[config.mk]
export PLATFORM = sky130hd
export DESIGN_NAME = pipeline_ctrl_unit
export DESIGN_NICKNAME = d
export VERILOG_FILES = /design/src/rtl/pipeline_ctrl_pkg.sv /design/src/rtl/pipeline_ctrl_mask.sv /design/src/rtl/pipeline_ctrl_unit.sv
export SDC_FILE = /design/constraint.sdc
export NUM_CORES = 1
export LEC_CHECK = 0
export ABC_AREA = 1
export ABC_CLOCK_PERIOD_IN_PS = 1400
export CAP_MARGIN = 20
export CORE_MARGIN = 1
export CORE_UTILIZATION = 33
export CTS_BUF_LIST = sky130_fd_sc_hd__clkbuf_4 sky130_fd_sc_hd__clkbuf_8
export DETAILED_ROUTE_END_ITERATION = 16
export PLACE_DENSITY = 0.89
export SYNTH_ARGS = -nofsm -noshare
export SYNTH_HDL_FRONTEND = slang
export SYNTH_HIERARCHICAL = 1
export SYNTH_SLANG_ARGS = --single-unit
export TNS_END_PERCENT = 1
[constraint.sdc]
create_clock -name clk_i -period 1.4 [get_ports clk_i]
set_input_delay 0.28 -clock clk_i [delete_from_list [all_inputs] [get_ports clk_i]]
set_output_delay 0.28 -clock clk_i [all_outputs]
set_load 0.05 [all_outputs]
[src/rtl/pipeline_ctrl_pkg.sv]
// Shared types and helpers for the pipeline control unit.
// Optional performance counters are enabled by defining PIPELINE_CTRL_PERF_EN.
package pipeline_ctrl_pkg;

    localparam int MAX_STAGES = 32;

    typedef enum logic [1:0] {
        ST_IDLE    = 2'd0,
        ST_FLUSH   = 2'd1,
        ST_DRAIN   = 2'd2,
        ST_DRAINED = 2'd3
    } pipeline_ctrl_state_e;

    // Width of the flush hold counter: $clog2(FLUSH_CYCLES+1)
    function automatic int unsigned flush_cnt_width(input int unsigned flush_cycles);
        return $clog2(flush_cycles + 32'd1);
    endfunction

    // Highest-set-bit thermometer: every bit at or below the top request is set
    function automatic logic [MAX_STAGES-1:0] therm_mask(input logic [MAX_STAGES-1:0] req);
        logic [MAX_STAGES-1:0] mask;
        mask[MAX_STAGES-1] = req[MAX_STAGES-1];
        for (int i = MAX_STAGES - 2; i >= 0; i--) begin
            mask[i] = mask[i+1] | req[i];
        end
        return mask;
    endfunction

endpackage

[src/rtl/pipeline_ctrl_mask.sv]
// Thermometer generator: request at index k yields a mask covering indices 0..k.
// Width is limited to pipeline_ctrl_pkg::MAX_STAGES.
module pipeline_ctrl_mask
    import pipeline_ctrl_pkg::*;
#(
    parameter int unsigned WIDTH = 4
) (
    input  logic [WIDTH-1:0] req,
    output logic [WIDTH-1:0] mask
);

    assign mask = WIDTH'(therm_mask(MAX_STAGES'(req)));

endmodule

[src/rtl/pipeline_ctrl_unit.sv]
// Pipeline stall/flush controller with drain handshake.
// Define PIPELINE_CTRL_PERF_EN to build the saturating stall/flush performance counters.
module pipeline_ctrl_unit
    import pipeline_ctrl_pkg::*;
#(
    parameter int unsigned NUM_STAGES     = 4,
    parameter int unsigned FLUSH_CYCLES   = 1,
    parameter int unsigned PERF_CNT_WIDTH = 32
) (
    input  logic                      clk_i,
    input  logic                      rst_i,
    input  logic [NUM_STAGES-1:0]     stage_busy_i,
    input  logic [NUM_STAGES-1:0]     stall_req_i,
    input  logic [NUM_STAGES-1:0]     flush_req_i,
    input  logic                      drain_req_i,
    output logic                      drain_ack_o,
    output logic [NUM_STAGES-1:0]     stage_stall_o,
    output logic [NUM_STAGES-1:0]     stage_flush_o,
    output logic [PERF_CNT_WIDTH-1:0] stall_cycles_o,
    output logic [PERF_CNT_WIDTH-1:0] flush_events_o
);

    localparam int unsigned     CNT_W      = flush_cnt_width(FLUSH_CYCLES);
    localparam logic [CNT_W-1:0] FLUSH_LOAD = CNT_W'(FLUSH_CYCLES);
    localparam logic [CNT_W-1:0] CNT_ONE    = CNT_W'(32'd1);

    localparam logic [1:0] S_IDLE    = ST_IDLE;
    localparam logic [1:0] S_FLUSH   = ST_FLUSH;
    localparam logic [1:0] S_DRAIN   = ST_DRAIN;
    localparam logic [1:0] S_DRAINED = ST_DRAINED;

    logic [1:0]            state_r;
    logic [1:0]            state_n_s;
    logic [NUM_STAGES-1:0] mask_r;
    logic [NUM_STAGES-1:0] mask_n_s;
    logic [CNT_W-1:0]      cnt_r;
    logic [CNT_W-1:0]      cnt_n_s;
    logic                  drain_ack_r;
    logic [NUM_STAGES-1:0] stall_therm_s;
    logic [NUM_STAGES-1:0] flush_therm_s;
    logic                  flush_acc_s;
    logic                  drain_hold_s;
    logic [NUM_STAGES-1:0] stall_s;

    pipeline_ctrl_mask #(.WIDTH(NUM_STAGES)) u_stall_mask (
        .req  (stall_req_i),
        .mask (stall_therm_s)
    );

    pipeline_ctrl_mask #(.WIDTH(NUM_STAGES)) u_flush_mask (
        .req  (flush_req_i),
        .mask (flush_therm_s)
    );

    assign flush_acc_s  = |flush_req_i;
    assign drain_hold_s = (state_r == S_DRAIN) || (state_r == S_DRAINED);

    // Stage 0 is held while draining; flush always wins over stall
    assign stall_s = (stall_therm_s | NUM_STAGES'(drain_hold_s)) & ~mask_r;

    // Next-state logic: any flush request takes priority in every state
    always_comb begin
        state_n_s = state_r;
        mask_n_s  = mask_r;
        cnt_n_s   = cnt_r;
        if (flush_acc_s) begin
            state_n_s = S_FLUSH;
            mask_n_s  = mask_r | flush_therm_s;
            cnt_n_s   = FLUSH_LOAD;
        end else begin
            case (state_r)
                S_IDLE: begin
                    if (drain_req_i) begin
                        state_n_s = S_DRAIN;
                    end else begin
                        state_n_s = S_IDLE;
                    end
                end
                S_FLUSH: begin
                    if (cnt_r <= CNT_ONE) begin
                        mask_n_s  = {NUM_STAGES{1'b0}};
                        cnt_n_s   = {CNT_W{1'b0}};
                        state_n_s = drain_req_i ? S_DRAIN : S_IDLE;
                    end else begin
                        cnt_n_s = cnt_r - CNT_ONE;
                    end
                end
                S_DRAIN: begin
                    // A dropped request wins so the ack is never raised without one
                    if (!drain_req_i) begin
                        state_n_s = S_IDLE;
                    end else if (stage_busy_i == {NUM_STAGES{1'b0}}) begin
                        state_n_s = S_DRAINED;
                    end else begin
                        state_n_s = S_DRAIN;
                    end
                end
                S_DRAINED: begin
                    if (!drain_req_i) begin
                        state_n_s = S_IDLE;
                    end else begin
                        state_n_s = S_DRAINED;
                    end
                end
                default: begin
                    state_n_s = S_IDLE;
                    mask_n_s  = {NUM_STAGES{1'b0}};
                    cnt_n_s   = {CNT_W{1'b0}};
                end
            endcase
        end
    end

    // Control state, flush mask, hold counter and drain acknowledge
    always_ff @(posedge clk_i or posedge rst_i) begin
        if (rst_i) begin
            state_r     <= S_IDLE;
            mask_r      <= {NUM_STAGES{1'b0}};
            cnt_r       <= {CNT_W{1'b0}};
            drain_ack_r <= 1'b0;
        end else begin
            state_r     <= state_n_s;
            mask_r      <= mask_n_s;
            cnt_r       <= cnt_n_s;
            drain_ack_r <= (state_n_s == S_DRAINED);
        end
    end

    assign drain_ack_o   = drain_ack_r;
    assign stage_flush_o = mask_r;
    assign stage_stall_o = stall_s;

`ifdef PIPELINE_CTRL_PERF_EN
    logic [PERF_CNT_WIDTH-1:0] stall_cnt_r;
    logic [PERF_CNT_WIDTH-1:0] flush_cnt_r;

    // Saturating performance counters
    always_ff @(posedge clk_i or posedge rst_i) begin
        if (rst_i) begin
            stall_cnt_r <= {PERF_CNT_WIDTH{1'b0}};
            flush_cnt_r <= {PERF_CNT_WIDTH{1'b0}};
        end else begin
            if ((|stall_s) && !(&stall_cnt_r)) begin
                stall_cnt_r <= stall_cnt_r + PERF_CNT_WIDTH'(32'd1);
            end else begin
                stall_cnt_r <= stall_cnt_r;
            end
            if (flush_acc_s && !(&flush_cnt_r)) begin
                flush_cnt_r <= flush_cnt_r + PERF_CNT_WIDTH'(32'd1);
            end else begin
                flush_cnt_r <= flush_cnt_r;
            end
        end
    end

    assign stall_cycles_o = stall_cnt_r;
    assign flush_events_o = flush_cnt_r;
`else
    assign stall_cycles_o = {PERF_CNT_WIDTH{1'b0}};
    assign flush_events_o = {PERF_CNT_WIDTH{1'b0}};
`endif

endmodule

==> run metrics <==
status finished clean; flops & latches, synth 7; Adder-Cell Fraction of Synth Area 0%; hold crit path type input pin to asynchronous set/reset pin; drt first pass iters 4; # diodes 0; Overflow after GRT 0; clk_skew 0.000831 ns; Final setup viols 0; IO Count 88; synthesized area 887 um^2; FILL cells 257; Post-Route WL 1150 um; initial antenna violation count 0; Die X-Extent 53.8 um; Routed Antenna Nets 0; WP data arrival 1.05 ns; DRT iter0 DRCs 3; DR vias/cell 3.21; Core Box Area 2500 um^2; vias in the first global route 395; crit path time final 1.33 ns; Compound-Gate Fraction of Synth Area 2.26%; crit path launch type flip-flop; Root Driver clkbuf_4; pin count of the biggest net entering global routing 8; MaxCap Viol Count 0; Crit. End Element output pin; Worst-path clk slew 0.05 ns; largest family of logic cells by synthesized area buffers and inverters; Tcrit/Tclk final 95.2%; mux share of post-synthesis cell area 0%; Initial Util 35.5%; DP Area 988 um^2; sequential area share after synthesis 19.7%; RSZ-0062 raised after global routing no; final core utilization 41.0%; row cnt 18; DRC 0; Total Routing Usage GR 7.80%; PD cells 902 nW/um^2; DR WL/cell 6.37 um; synth warn 6; first-pass GRT wire length 1540 um; final hold vios 0; Simple-Gate Fraction of Synth Area 15.0%; Longest Clk Path Bufs 2; Die Y 53.8 um; post-synthesis cell count 125; CTS tree yes; Mean Syn Cell Area 7.10 um^2; DPL Wire Length 1040 um; hold-fix buffers at CTS 0; max-slew violations 0; fmax 0.750 GHz; crit path max fanout 4; commonest non-fill, non-tap cell in the layout conb_1; Port Buf Inserts 23; WP data required 1.12 ns; H-tree levels 1; GPL Wtd Cong 0.779; Tot Pwr 0.000925 W; most frequent cells in the layout conb_1 (64), inv_1 (16), nand2_1 (15); peak supply drop 0.000341 V; die area 2900 um^2; Setup CP Type flip-flop to output pin; ratio of cells with drive above 1 in the final layout 12.7%; Clock Latency Late Sink 0.25 ns; post-synth cell types 11; Final nets 166; synthesis-to-finish area growth 15.7%; CTS Buf Count 3; Post-Synth XOR/XNOR Area 0%; Static Leakage 0.597 nW; Hold WS 0.246 ns; # clock sinks 7; via count 577; Finished Cell Area 1030 um^2
==> flip-flops by register name, summed over array words and instances (netlist names) <==
register,cells
state_r,2
drain_ack_o,1
stage_flush_o,4
==> layer usage <==
layer / vias up / wire length (um) / track usage, % / part of all wire, %
met5: - / 0 / 0 / 0
met4: 0 / 23 / 7.89 / 2.0
met3: 2 / 177 / 1.98 / 15
met2: 52 / 590 / 13.6 / 51
met1: 237 / 355 / 7.12 / 31
li1: 286 / - / - / -
==> worst max-delay path: stages, from the launching register on <==
cell,delay [ns]
dfrtp_1,0.43
nor2_1,0.21
buf_12,0.16
==> synthesized netlist by cell type <==
cell     count  area, um^2
conb_1       1        3.75
dfrtp_1      7         175
buf_4       66         495
o21ai_0      4        20.0
nor2_2       2        12.5
nand3_1      2        10.0
or2_1        1        6.26
nand3_2      1        10.0
nor2_1      10        37.5
inv_1       16        60.1
nand2_1     15        56.3
==> worst paths after layout <==
path | end | depth (start not counted) | slack (ns) | from
max in group asynchronous | stage_flush_o[0] | 2 | 0.96 | rst_i
setup reg to reg | stage_flush_o[1] | 3 | 0.48 | state_r[1]
hold reg to reg | state_r[0] | 4 | 0.58 | state_r[0]
hold / removal | stage_flush_o[1] | 2 | 0.25 | rst_i
setup / recovery | stage_stall_o[3] | 2 | 0.07 | stage_flush_o[3]
min in group clk_i | state_r[0] | 4 | 0.58 | state_r[0]
==> timing repair <==
action	CTS	global route
setup endpoints to repair	4	2
setup buffers	1	0
pin swaps	4	4
gates resized for setup	4	3
==> layout make-up <==
type / instances / area [um^2] / share of cell area, %
inverter: 16 / 60.1 / 5.85
timing repair buffer: 24 / 325 / 31.7
tap: 30 / 37.5 / 3.66
sequential: 7 / 175 / 17.1
clock buffer: 4 / 30.0 / 2.93
multi-input combinational: 99 / 398 / 38.8
==> stage by stage <==
stage / instances / TNS, ns / setup slack [ns]
final: 180 / 0 / 0.0667
after global placement: 175 / -0.387 / -0.124
after CTS: 180 / 0 / 0.00435
after detailed placement: 175 / -0.449 / -0.149
after floorplan: 188 / -0.538 / -0.180
after global routing: 180 / 0 / 0.0148
==> where the power goes <==
part	leakage (nW)	switching [W]	internal [W]
sequential	0.0738	0.00000779	0.000208
clock	0.0184	0.0000716	0.000128
combinational	0.505	0.000437	0.0000727
total	0.597	0.000516	0.000409
==> cells by family after synthesis <==
kind of cell / Yosys count
buf+inv: 82
simple gates: 31
flops: 7
other cells: 1
compound gates: 4
No activity file was read; power rests on OpenSTA's default activity.
